==> config.mk <==
export PLATFORM = sky130hd
export DESIGN_NAME = kth_bit_finder_pipe
export DESIGN_NICKNAME = d
export VERILOG_FILES = /design/src/rtl/kth_bit_pkg.sv /design/src/rtl/kth_descent_stage.sv /design/src/rtl/kth_bit_finder_pipe.sv
export SDC_FILE = /design/constraint.sdc
export NUM_CORES = 1
export LEC_CHECK = 0
export CORE_UTILIZATION = 45
export DETAILED_ROUTE_END_ITERATION = 8
export GPL_TIMING_DRIVEN = 0
export MAX_ROUTING_LAYER = met4
export PLACE_DENSITY = 0.65
export SYNTH_ARGS = -nofsm -noshare
export SYNTH_HDL_FRONTEND = slang
export SYNTH_SLANG_ARGS = --single-unit
export TNS_END_PERCENT = 10
==> constraint.sdc <==
create_clock -name clk -period 4.8 [get_ports clk]
set_input_delay 0.96 -clock clk [delete_from_list [all_inputs] [get_ports clk]]
set_output_delay 0.96 -clock clk [all_outputs]
set_load 0.01 [all_outputs]
==> src/rtl/kth_bit_pkg.sv <==
// Shared constants and helpers for the k-th bit locator pipeline.
// Helpers work on a fixed maximum width; callers zero-extend narrower vectors.
package kth_bit_pkg;
    localparam logic MODE_SET   = 1'b0;
    localparam logic MODE_CLEAR = 1'b1;
    localparam logic DIR_LSB    = 1'b0;
    localparam logic DIR_MSB    = 1'b1;

    localparam int MAX_W = 1024;
    localparam int CNT_W = 11;

    function automatic int l_of(input int w);
        return (w <= 1) ? 0 : $clog2(w);
    endfunction

    function automatic logic [CNT_W-1:0] popcount(input logic [MAX_W-1:0] v);
        logic [CNT_W-1:0] c;
        c = '0;
        for (int i = 0; i < MAX_W; i++) begin
            c = c + CNT_W'(v[i]);
        end
        return c;
    endfunction

    // Reverses the low w bits of v; bits at and above w come back zero.
    function automatic logic [MAX_W-1:0] bit_reverse(input logic [MAX_W-1:0] v, input int w);
        logic [MAX_W-1:0] r;
        r = '0;
        for (int i = 0; i < MAX_W; i++) begin
            if (i < w) r[i] = v[w-1-i];
        end
        return r;
    endfunction
endpackage

==> src/rtl/kth_descent_stage.sv <==
// One binary-descent level: split the window, steer k into the half holding the k-th bit,
// and register the narrowed window. Holds while en=0; flush drops the valid.
module kth_descent_stage
    import kth_bit_pkg::*;
#(
    parameter int WI    = 32,
    parameter int L     = 5,
    parameter int TAG_W = 4
) (
    input  logic              clk,
    input  logic              rst_n,
    input  logic              en,
    input  logic              flush,
    input  logic              in_vld,
    input  logic [WI-1:0]     in_win,
    input  logic [L:0]        in_k,
    input  logic [L-1:0]      in_idx,
    input  logic              in_msb,
    input  logic [TAG_W-1:0]  in_tag,
    output logic              out_vld,
    output logic [WI/2-1:0]   out_win,
    output logic [L:0]        out_k,
    output logic [L-1:0]      out_idx,
    output logic              out_msb,
    output logic [TAG_W-1:0]  out_tag
);
    localparam int HW  = WI / 2;
    localparam int BIT = $clog2(WI) - 1;

    logic [L:0]       w_lo;
    logic             w_go_hi;
    logic [HW-1:0]    w_win_n;
    logic [L:0]       w_k_n;
    logic [L-1:0]     w_idx_n;
    logic [MAX_W-1:0] w_ext;
    logic [CNT_W-1:0] w_cnt;

    logic             r_vld;
    logic [HW-1:0]    r_win;
    logic [L:0]       r_k;
    logic [L-1:0]     r_idx;
    logic             r_msb;
    logic [TAG_W-1:0] r_tag;

    always_comb begin
        w_ext          = '0;
        w_ext[HW-1:0]  = in_win[HW-1:0];
        w_cnt          = popcount(w_ext);
        w_lo           = w_cnt[L:0];
        // k > lo means the target lies above the lower half; k - lo cannot underflow here
        w_go_hi        = (in_k > w_lo);
        w_k_n          = w_go_hi ? (in_k - w_lo) : in_k;
        w_win_n        = w_go_hi ? in_win[WI-1:HW] : in_win[HW-1:0];
        w_idx_n        = in_idx;
        w_idx_n[BIT]   = w_go_hi;
    end

    always_ff @(posedge clk or negedge rst_n) begin
        if (!rst_n) begin
            r_vld <= 1'b0;
            r_win <= '0;
            r_k   <= '0;
            r_idx <= '0;
            r_msb <= 1'b0;
            r_tag <= '0;
        end else begin
            if (flush)   r_vld <= 1'b0;
            else if (en) r_vld <= in_vld;
            if (en) begin
                r_win <= w_win_n;
                r_k   <= w_k_n;
                r_idx <= w_idx_n;
                r_msb <= in_msb;
                r_tag <= in_tag;
            end
        end
    end

    assign out_vld = r_vld;
    assign out_win = r_win;
    assign out_k   = r_k;
    assign out_idx = r_idx;
    assign out_msb = r_msb;
    assign out_tag = r_tag;
endmodule

==> src/rtl/kth_bit_finder_pipe.sv <==
// Pipelined k-th set/clear bit locator, LSB- or MSB-relative, one descent level per stage.
// Latency L=$clog2(W) cycles; a stalled output freezes the whole pipe, flush drops all ops.
module kth_bit_finder_pipe
    import kth_bit_pkg::*;
#(
    parameter int W     = 32,
    parameter int TAG_W = 4,
    localparam int L    = l_of(W)
) (
    input  logic             clk,
    input  logic             rst_n,
    input  logic             flush,
    input  logic             in_valid,
    output logic             in_ready,
    input  logic [W-1:0]     in_data,
    input  logic [L:0]       in_k,
    input  logic             in_mode_clear,
    input  logic             in_mode_msb,
    input  logic [TAG_W-1:0] in_tag,
    output logic             out_valid,
    input  logic             out_ready,
    output logic [L-1:0]     out_index,
    output logic             out_found,
    output logic [TAG_W-1:0] out_tag
);
    logic             w_en;
    logic [W-1:0]     w_sel;
    logic [W-1:0]     w_pre;
    logic [MAX_W-1:0] w_rev;
    logic             w_last_bit;
    logic             w_found;

    logic             w_vld [0:L];
    logic [L:0]       w_k   [0:L];
    logic [L-1:0]     w_idx [0:L];
    logic             w_msb [0:L];
    logic [TAG_W-1:0] w_tag [0:L];

    assign w_en     = !out_valid || out_ready;
    assign in_ready = w_en && !flush;

    // Clear-mode and MSB-mode are folded into the data so every stage searches set bits from LSB.
    always_comb begin
        w_sel          = (in_mode_clear == MODE_CLEAR) ? ~in_data : in_data;
        w_rev          = '0;
        w_rev[W-1:0]   = w_sel;
        w_rev          = bit_reverse(w_rev, W);
        w_pre          = (in_mode_msb == DIR_MSB) ? w_rev[W-1:0] : w_sel;
    end

    assign w_vld[0] = in_valid && in_ready;
    assign w_k[0]   = in_k;
    assign w_idx[0] = '0;
    assign w_msb[0] = in_mode_msb;
    assign w_tag[0] = in_tag;

    for (genvar i = 0; i < L; i++) begin : g_st
        localparam int WI = W >> i;
        logic [WI-1:0]   w_win_i;
        logic [WI/2-1:0] w_win_o;

        if (i == 0) begin : g_first
            assign w_win_i = w_pre;
        end else begin : g_next
            assign w_win_i = g_st[i-1].w_win_o;
        end

        kth_descent_stage #(.WI(WI), .L(L), .TAG_W(TAG_W)) u_stage (
            .clk     (clk),
            .rst_n   (rst_n),
            .en      (w_en),
            .flush   (flush),
            .in_vld  (w_vld[i]),
            .in_win  (w_win_i),
            .in_k    (w_k[i]),
            .in_idx  (w_idx[i]),
            .in_msb  (w_msb[i]),
            .in_tag  (w_tag[i]),
            .out_vld (w_vld[i+1]),
            .out_win (w_win_o),
            .out_k   (w_k[i+1]),
            .out_idx (w_idx[i+1]),
            .out_msb (w_msb[i+1]),
            .out_tag (w_tag[i+1])
        );

        if (i == L - 1) begin : g_last
            assign w_last_bit = w_win_o[0];
        end
    end

    // Residual k of exactly 1 on a set bit covers both k=0 and k beyond the bit count.
    assign w_found   = (w_k[L] == (L+1)'(1)) && w_last_bit;
    assign out_valid = w_vld[L];
    assign out_found = w_found;
    assign out_tag   = w_tag[L];
    assign out_index = !w_found ? '0 :
                       (w_msb[L] == DIR_MSB) ? (L'(W-1) - w_idx[L]) : w_idx[L];
endmodule
==> out/qor.csv, run 1 <==
metric,value,unit
crit path kind,in2reg,
Diodes inserted,0,
Multi-input gate area,0.00362,mm^2
final number of max-transition violations,0,
power share of the combinational group,66.5,%
Initial DRC Count,321,
Die Y,122,um
antenna-violating nets left,0,
hold_ws,470,ps
CP Capture Type,register,
Power Internal,3.85,mW
Max VDD drop,744,uV
clock share of power,11.2,%
filler instances,1283,
Bufs on Longest Clock Path,2,
Setup Skew,12.1,ps
DR DRC count,0,
DR vias/cell,5.34,
Via Count,5310,
Ys Warns,0,
crit start category,input pin,
register area,0.00265,mm^2
Core ar.,0.0140,mm^2
CTS H-tree depth,3,
Max Freq,0.163,GHz
top_reg_cell synth,dfrtp_1,
"Max FO, Critical Path",7,
routed wire length,15.8,mm
failing checks,setup timing,
TritonCTS clock tree,done,
largest net degree at the start of global routing,75,
dpl hpwl,12.0,mm
post-DR wirelength/cell,15.9,um
crit path time final,6130,ps
port bufs,58,
"EDFF count, synth",0,
clock root cell,clkbuf_16,
Starting Density,46.6,%
worst-skew pair later-pin latency,350,ps
"worst slack, placed",-2060,ps
gpl congestion,0.921,
CP required,5040,ps
Post-Syn Area,0.00651,mm^2
syn nets,817,
Die Outline Area,0.0150,mm^2
Total GRT Usage,23.0,%
vias in the first global route,5293,
number of synthesized register bits,106,
status,finished with violations,
number of core rows,43,
cell count after synthesis,722,
sequential power share,22.4,%
pwr/cell area,850,mW/mm^2
initial antenna violation count,0,
final hold viol count,0,
worst min-delay path category,reg2reg,
drt first pass iters,7,
Layout area overhead,22.1,%
Switching Power,2.92,mW
Placed Area,0.00738,mm^2
hold_buf cts,0,
sequential area share after synthesis,40.7,%
Setup WS post-layout,-1330,ps
Die X-Extent,122,um
ys async rst share,100,%
RSZ-0062 raised after global routing,true,
post-route cell area,0.00796,mm^2
Leak Pwr,3.69,nW
Sink Count,106,
Slew HR,47.1,%
CTS buffer count,9,
crit share post-route,128,%
CTS clock-pin slew for the worst setup and hold paths,70,ps
final net count,906,
total power,6.76,mW
IO Pins,61,
share of layout cells above drive strength 1,9.33,%
total grt overflow,0,
Worst Max-Slew Pin Slew,794,ps
Net Sw Frac,43.1,%
Synth cell types,49,
first-pass GRT wire length,25.6,mm
Final setup viols,23,
Worst EP arrival,6370,ps
Syn Area/Cell,9.02,um^2
max-cap violations,0,
final timing paths:
path / endpoint / slack [ps] / startpoint / cells past startpoint
min in group asynchronous: g_st[0].u_stage.out_k[4] / 550 / rst_n / 1
worst min-delay path: g_st[1].u_stage.out_msb / 470 / g_st[1].u_stage.out_msb / 2
worst min register to register: g_st[1].u_stage.out_msb / 470 / g_st[1].u_stage.out_msb / 2
worst max-delay path: g_st[0].u_stage.out_win[7] / -1330 / in_mode_msb / 20
worst max register to register: g_st[1].u_stage.out_k[0] / 400 / g_st[0].u_stage.out_win[0] / 13
max in group asynchronous: g_st[4].u_stage.out_tag[1] / 3560 / rst_n / 2
logic make-up after synthesis:
family                   synth area share (%)
XOR/XNOR                                 6.86
AND/OR/NAND/NOR                          18.9
buffers and inverters                    5.38
adder cells (fa/ha/maj)                  11.0
flip-flops                               40.7
multiplexers                             6.91
AO/OA/AOI/OAI                            10.2
critical path: stages:
cell and delay, ps:
buf_12 100, buf_12 120, mux2i_4 180, xnor2_2 150
ha_1 310, fa_1 500, fa_1 430, fa_1 510
inv_2 50, fa_1 490, fa_2 390, fa_2 400
xor2_2 210, ha_4 260, a211oi_4 310, nor3b_4 90
o31ai_4 470, buf_12 170, nor3_1 50, a211o_1 230
layout make-up:
cell class | instances | area share, %
Buffer | 42 | 3.02
Inverter | 40 | 1.89
Sequential cell | 106 | 33.3
Multi-Input combinational cell | 534 | 45.4
Clock buffer | 9 | 2.83
Clock inverter | 6 | 0.928
Timing Repair Buffer | 78 | 9.73
Tap cell | 180 | 2.83
per-layer routing:
metal	global-route usage (%)	vias to the layer above	routed length [um]
li1	-	2581	-
met2	38.6	149	7960
met5	-	-	0
met1	27.6	2550	6700
met4	11.0	0	557
met3	2.56	30	607
state kept, by name (all words and copies together) (netlist names):
| signal | cells |
|---|---|
| g_st.u_stage.out_win | 31 |
| g_st.u_stage.out_k | 30 |
| g_st.u_stage.out_tag | 20 |
| g_st.u_stage.out_idx | 15 |
| g_st.u_stage.out_msb | 5 |
| g_st.u_stage.out_vld | 5 |
cells in the mapped netlist, types with 2 or more instances:
| library cell | number | area share [%] |
|---|---|---|
| nor2_1 | 49 | 2.8 |
| buf_6 | 2 | 0.35 |
| buf_4 | 4 | 0.46 |
| buf_1 | 9 | 0.52 |
| a311oi_1 | 2 | 0.27 |
| a22o_1 | 2 | 0.27 |
| nor2b_1 | 6 | 0.58 |
| o21ai_1 | 4 | 0.31 |
| xnor2_1 | 34 | 4.6 |
| nor4_1 | 2 | 0.19 |
| a211o_1 | 5 | 0.67 |
| a21o_1 | 3 | 0.35 |
| buf_2 | 10 | 0.77 |
| mux2i_1 | 45 | 6.9 |
| o211ai_1 | 5 | 0.58 |
| nand3_1 | 21 | 1.6 |
| nand2_1 | 185 | 11 |
| ha_1 | 27 | 5.2 |
| o21ai_0 | 26 | 2.0 |
| fa_1 | 19 | 5.8 |
| nor3_1 | 14 | 1.1 |
| o311ai_1 | 9 | 1.2 |
| a21oi_1 | 18 | 1.4 |
| clkbuf_1 | 17 | 0.98 |
| a211oi_1 | 2 | 0.23 |
| xor2_1 | 17 | 2.3 |
| a31oi_1 | 16 | 1.5 |
| inv_1 | 40 | 2.3 |
| dfrtp_1 | 106 | 41 |
| nor3b_1 | 3 | 0.35 |
| or4_1 | 2 | 0.23 |
power by group through the flow:
stage | clock network [mW] | registers [mW] | logic [mW]
finish | 0.755 | 1.51 | 4.49
global route | 0.800 | 1.56 | 5.03
CTS | 0.763 | 1.51 | 4.34
detailed placement | 0 | 1.53 | 4.01
global placement | 0 | 1.52 | 3.82
floorplan | 0 | 1.46 | 3.20
through the flow:
stage               std cells  setup TNS (ps)  util [%]
floorplan                 722          -31710         -
global placement          960         -173370      52.6
detailed placement        961          -45130      52.8
CTS                       987          -30490      56.0
global route              995          -32820      56.9
finish                    995          -28910      56.9
timing repair:
| item | CTS | global route |
|---|---|---|
| cloned | 1 | 1 |
| resized for setup | 19 | 19 |
| setup buffers | 10 | 7 |
| pin swaps | 17 | 23 |
| endpoints found under the setup margin | 23 | 23 |
cell usage in the layout, fill, tap and decap left out, types with 3 or more instances in the layout:
cell / count
dfrtp_1: 106
fa_1: 16
a21oi_1: 18
o311ai_1: 9
clkbuf_16: 9
buf_2: 7
nor2_1: 48
nand3_1: 21
fa_2: 3
o21ai_0: 26
clkdlybuf4s50_1: 49
mux2i_2: 5
o211ai_1: 5
dlymetal6s2s_1: 4
o21ai_1: 4
buf_1: 9
ha_1: 26
nor2b_1: 6
xor2_1: 16
mux2i_1: 39
inv_1: 39
buf_12: 3
a21o_1: 3
nand2_1: 185
nor3b_1: 3
a31oi_1: 16
xnor2_1: 29
buf_4: 20
buf_6: 5
nor3_1: 13
clkdlybuf4s15_1: 4
clkbuf_1: 17
xnor2_2: 5
a211o_1: 5
No activity file was read; power rests on OpenSTA's default activity.
==> inputs of run 2 (changes only) <==
--- a/config.mk
+++ b/config.mk
@@ -6,10 +6,12 @@
 export NUM_CORES = 1
 export LEC_CHECK = 0
 export CORE_UTILIZATION = 45
+export CTS_BUF_LIST = sky130_fd_sc_hd__clkbuf_4 sky130_fd_sc_hd__clkbuf_8
 export DETAILED_ROUTE_END_ITERATION = 8
-export GPL_TIMING_DRIVEN = 0
+export GPL_TIMING_DRIVEN = 1
 export MAX_ROUTING_LAYER = met4
 export PLACE_DENSITY = 0.65
+export SETUP_SLACK_MARGIN = 0.2
 export SYNTH_ARGS = -nofsm -noshare
 export SYNTH_HDL_FRONTEND = slang
 export SYNTH_SLANG_ARGS = --single-unit
==> run 2 against run 1 <==
Net effect: the run still ends with setup timing left; die area is the same; critical path depth down 1; clock-buffer cell count rose by 1; final area is 0.94% higher; clock skew hardly changed; sequential power about the same; wire length shrank 12%; first-iteration DRC count decreased by 2.2%; clock power fell by 29%; global-route usage fell by 2.7 points; critical endpoint is now g_st[0].u_stage.out_win[5]; largest cell class unchanged; largest power group unchanged.
==> out/qor.csv, run 2 (synthesis results as in run 1) <==
metric,value,unit,change
Die Y,122,um,unchanged
initial antenna violation count,0,,unchanged
met1 GRT Util,24.1,%,-3.4 points
worst min-delay path category,reg2reg,,
crit path time final,5830,ps,-306 ps
CTS buffer count,9,,unchanged
clock root cell,clkbuf_8,,
met3 Use GR,2.04,%,-0.51 points
first-pass GRT wire length,23.4,mm,-8.9%
CTS clock-pin slew for the worst setup and hold paths,100,ps,+30 ps
largest net degree at the start of global routing,112,,+49%
TritonCTS clock tree,done,,
total grt overflow,0,,unchanged
Worst EP arrival,6090,ps,-280 ps
CP required,5070,ps,+30 ps
vias in the first global route,5213,,-1.5%
RSZ-0062 raised after global routing,true,,
worst-skew pair later-pin latency,380,ps,+30 ps
Max Freq,0.172,GHz,+5.3%
Slew HR,30.1,%,-17 points
IO Pins,61,,unchanged
Initial DRC Count,314,,-2.2%
post-DR wirelength/cell,13.8,um,-13%
crit start category,input pin,,
routed wire length,13.9,mm,-12%
gpl congestion,0.865,,-6.1%
Setup Skew,12.0,ps,-0.0692 ps
Max VDD drop,725,uV,-2.5%
Leak Pwr,3.80,nW,+2.8%
Layout area overhead,23.3,%,
antenna-violating nets left,0,,unchanged
"Max FO, Critical Path",8,,+1
CTS H-tree depth,3,,unchanged
Via Count,5101,,-3.9%
Die X-Extent,122,um,unchanged
"commonest cells after routing, fill and taps aside","nand2_1, dfrtp_1, buf_4, nor2_1, clkdlybuf4s50_1",,
Starting Density,46.6,%,unchanged
drt first pass iters,4,,-3
pwr/cell area,817,mW/mm^2,-3.9%
Non-Filler Instances,1003,,+0.80%
hold_ws,473,ps,+3.20 ps
number of core rows,43,,unchanged
hold_buf cts,0,,unchanged
port bufs,60,,+3.4%
Core ar.,0.0140,mm^2,unchanged
failing checks,setup timing,,
Total GRT Usage,20.3,%,-2.7 points
share of layout cells above drive strength 1,14.8,%,+5.5 points
final hold viol count,0,,unchanged
max reg flops,31,,unchanged
final net count,913,,+0.77%
DR DRC count,0,,unchanged
Sink Count,106,,unchanged
Bufs on Longest Clock Path,2,,unchanged
crit path kind,in2reg,,
max-cap violations,0,,unchanged
met2 usage,34.7,%,-3.9 points
crit share post-route,121,%,-6.4 points
Worst Max-Slew Pin Slew,1050,ps,+255 ps
Diodes inserted,0,,unchanged
Setup WS post-layout,-1030,ps,+306 ps
"most common cell after layout, fill and taps aside",nand2_1,,
DR vias/cell,5.09,,-4.7%
dpl hpwl,10.1,mm,-16%
Die Outline Area,0.0150,mm^2,unchanged
DP Cell Count,968,,+0.73%
TNS Setup,-22380,ps,+6530 ps
final number of max-transition violations,0,,unchanged
status,finished with violations,,
"Most Used Layer, Global Route",met2,,
CP Capture Type,register,,
Final setup viols,23,,unchanged
[run 2: power breakdown]
group	total, mW	switching (mW)	internal (mW)
Combinational	4.52	2.27	2.25
Sequential	1.51	0.239	1.27
Clock	0.533	0.320	0.213
[run 2: final cells by class]
cell class | count | area [um^2]
sequential | 106 | 2650
multi-input combinational | 534 | 3660
clock buffer | 10 | 138
timing repair buffer | 127 | 1150
inverter | 40 | 150
fill | 1254 | 5960
tap | 180 | 225
clock inverter | 6 | 53.8
[run 2: metrics by stage]
| stage | area [um^2] | power (mW) | util [%] | worst slack (ps) |
|---|---|---|---|---|
| floorplan | 6550 | 4.66 | - | -1480 |
| global placement | 7550 | 5.59 | 53.9 | -1710 |
| detailed placement | 7550 | 5.80 | 53.9 | -1790 |
| CTS | 7960 | 6.50 | 56.9 | -1100 |
| global route | 8030 | 7.23 | 57.4 | -1180 |
| finish | 8030 | 6.56 | 57.4 | -1030 |
[run 2: worst max-delay path, cell delays in order]
cell	delay, ps
buf_12	110
mux2i_4	180
xnor2_2	150
ha_1	330
fa_1	540
fa_1	430
fa_1	500
inv_1	50
fa_1	450
fa_2	370
fa_2	370
xor2_1	150
ha_1	340
a211oi_4	310
nor3b_4	90
o31ai_4	230
buf_12	180
nor3_2	40
a211o_1	300
[run 2: routing by layer]
metal  wire length (um)  share of wire (%)  up-vias
met5                  0                  0        -
met3                373                2.7       25
met4                373                2.7        0
met1               6120                 44     2385
met2               7010                 50       95
li1                   -                  -     2596
[run 2: final timing paths]
| check | to | start | slack, ps | depth (start not counted) |
|---|---|---|---|---|
| worst max-delay path | g_st[0].u_stage.out_win[5] | in_mode_msb | -1030 | 19 |
| worst min-delay path | g_st[3].u_stage.out_idx[3] | g_st[3].u_stage.out_idx[3] | 470 | 2 |
| worst max register to register | g_st[1].u_stage.out_win[0] | g_st[0].u_stage.out_win[0] | 550 | 13 |
| worst min register to register | g_st[3].u_stage.out_idx[3] | g_st[3].u_stage.out_idx[3] | 470 | 2 |
| max in group asynchronous | g_st[3].u_stage.out_win[1] | rst_n | 3090 | 2 |
| min in group asynchronous | g_st[2].u_stage.out_k[5] | rst_n | 710 | 1 |
[run 2: repair_timing]
action,4_1_cts,5_1_grt
setup buffers,14,4
resized for setup,52,13
pin swaps,35,24
cloned,1,0
setup endpoints to repair,23,23
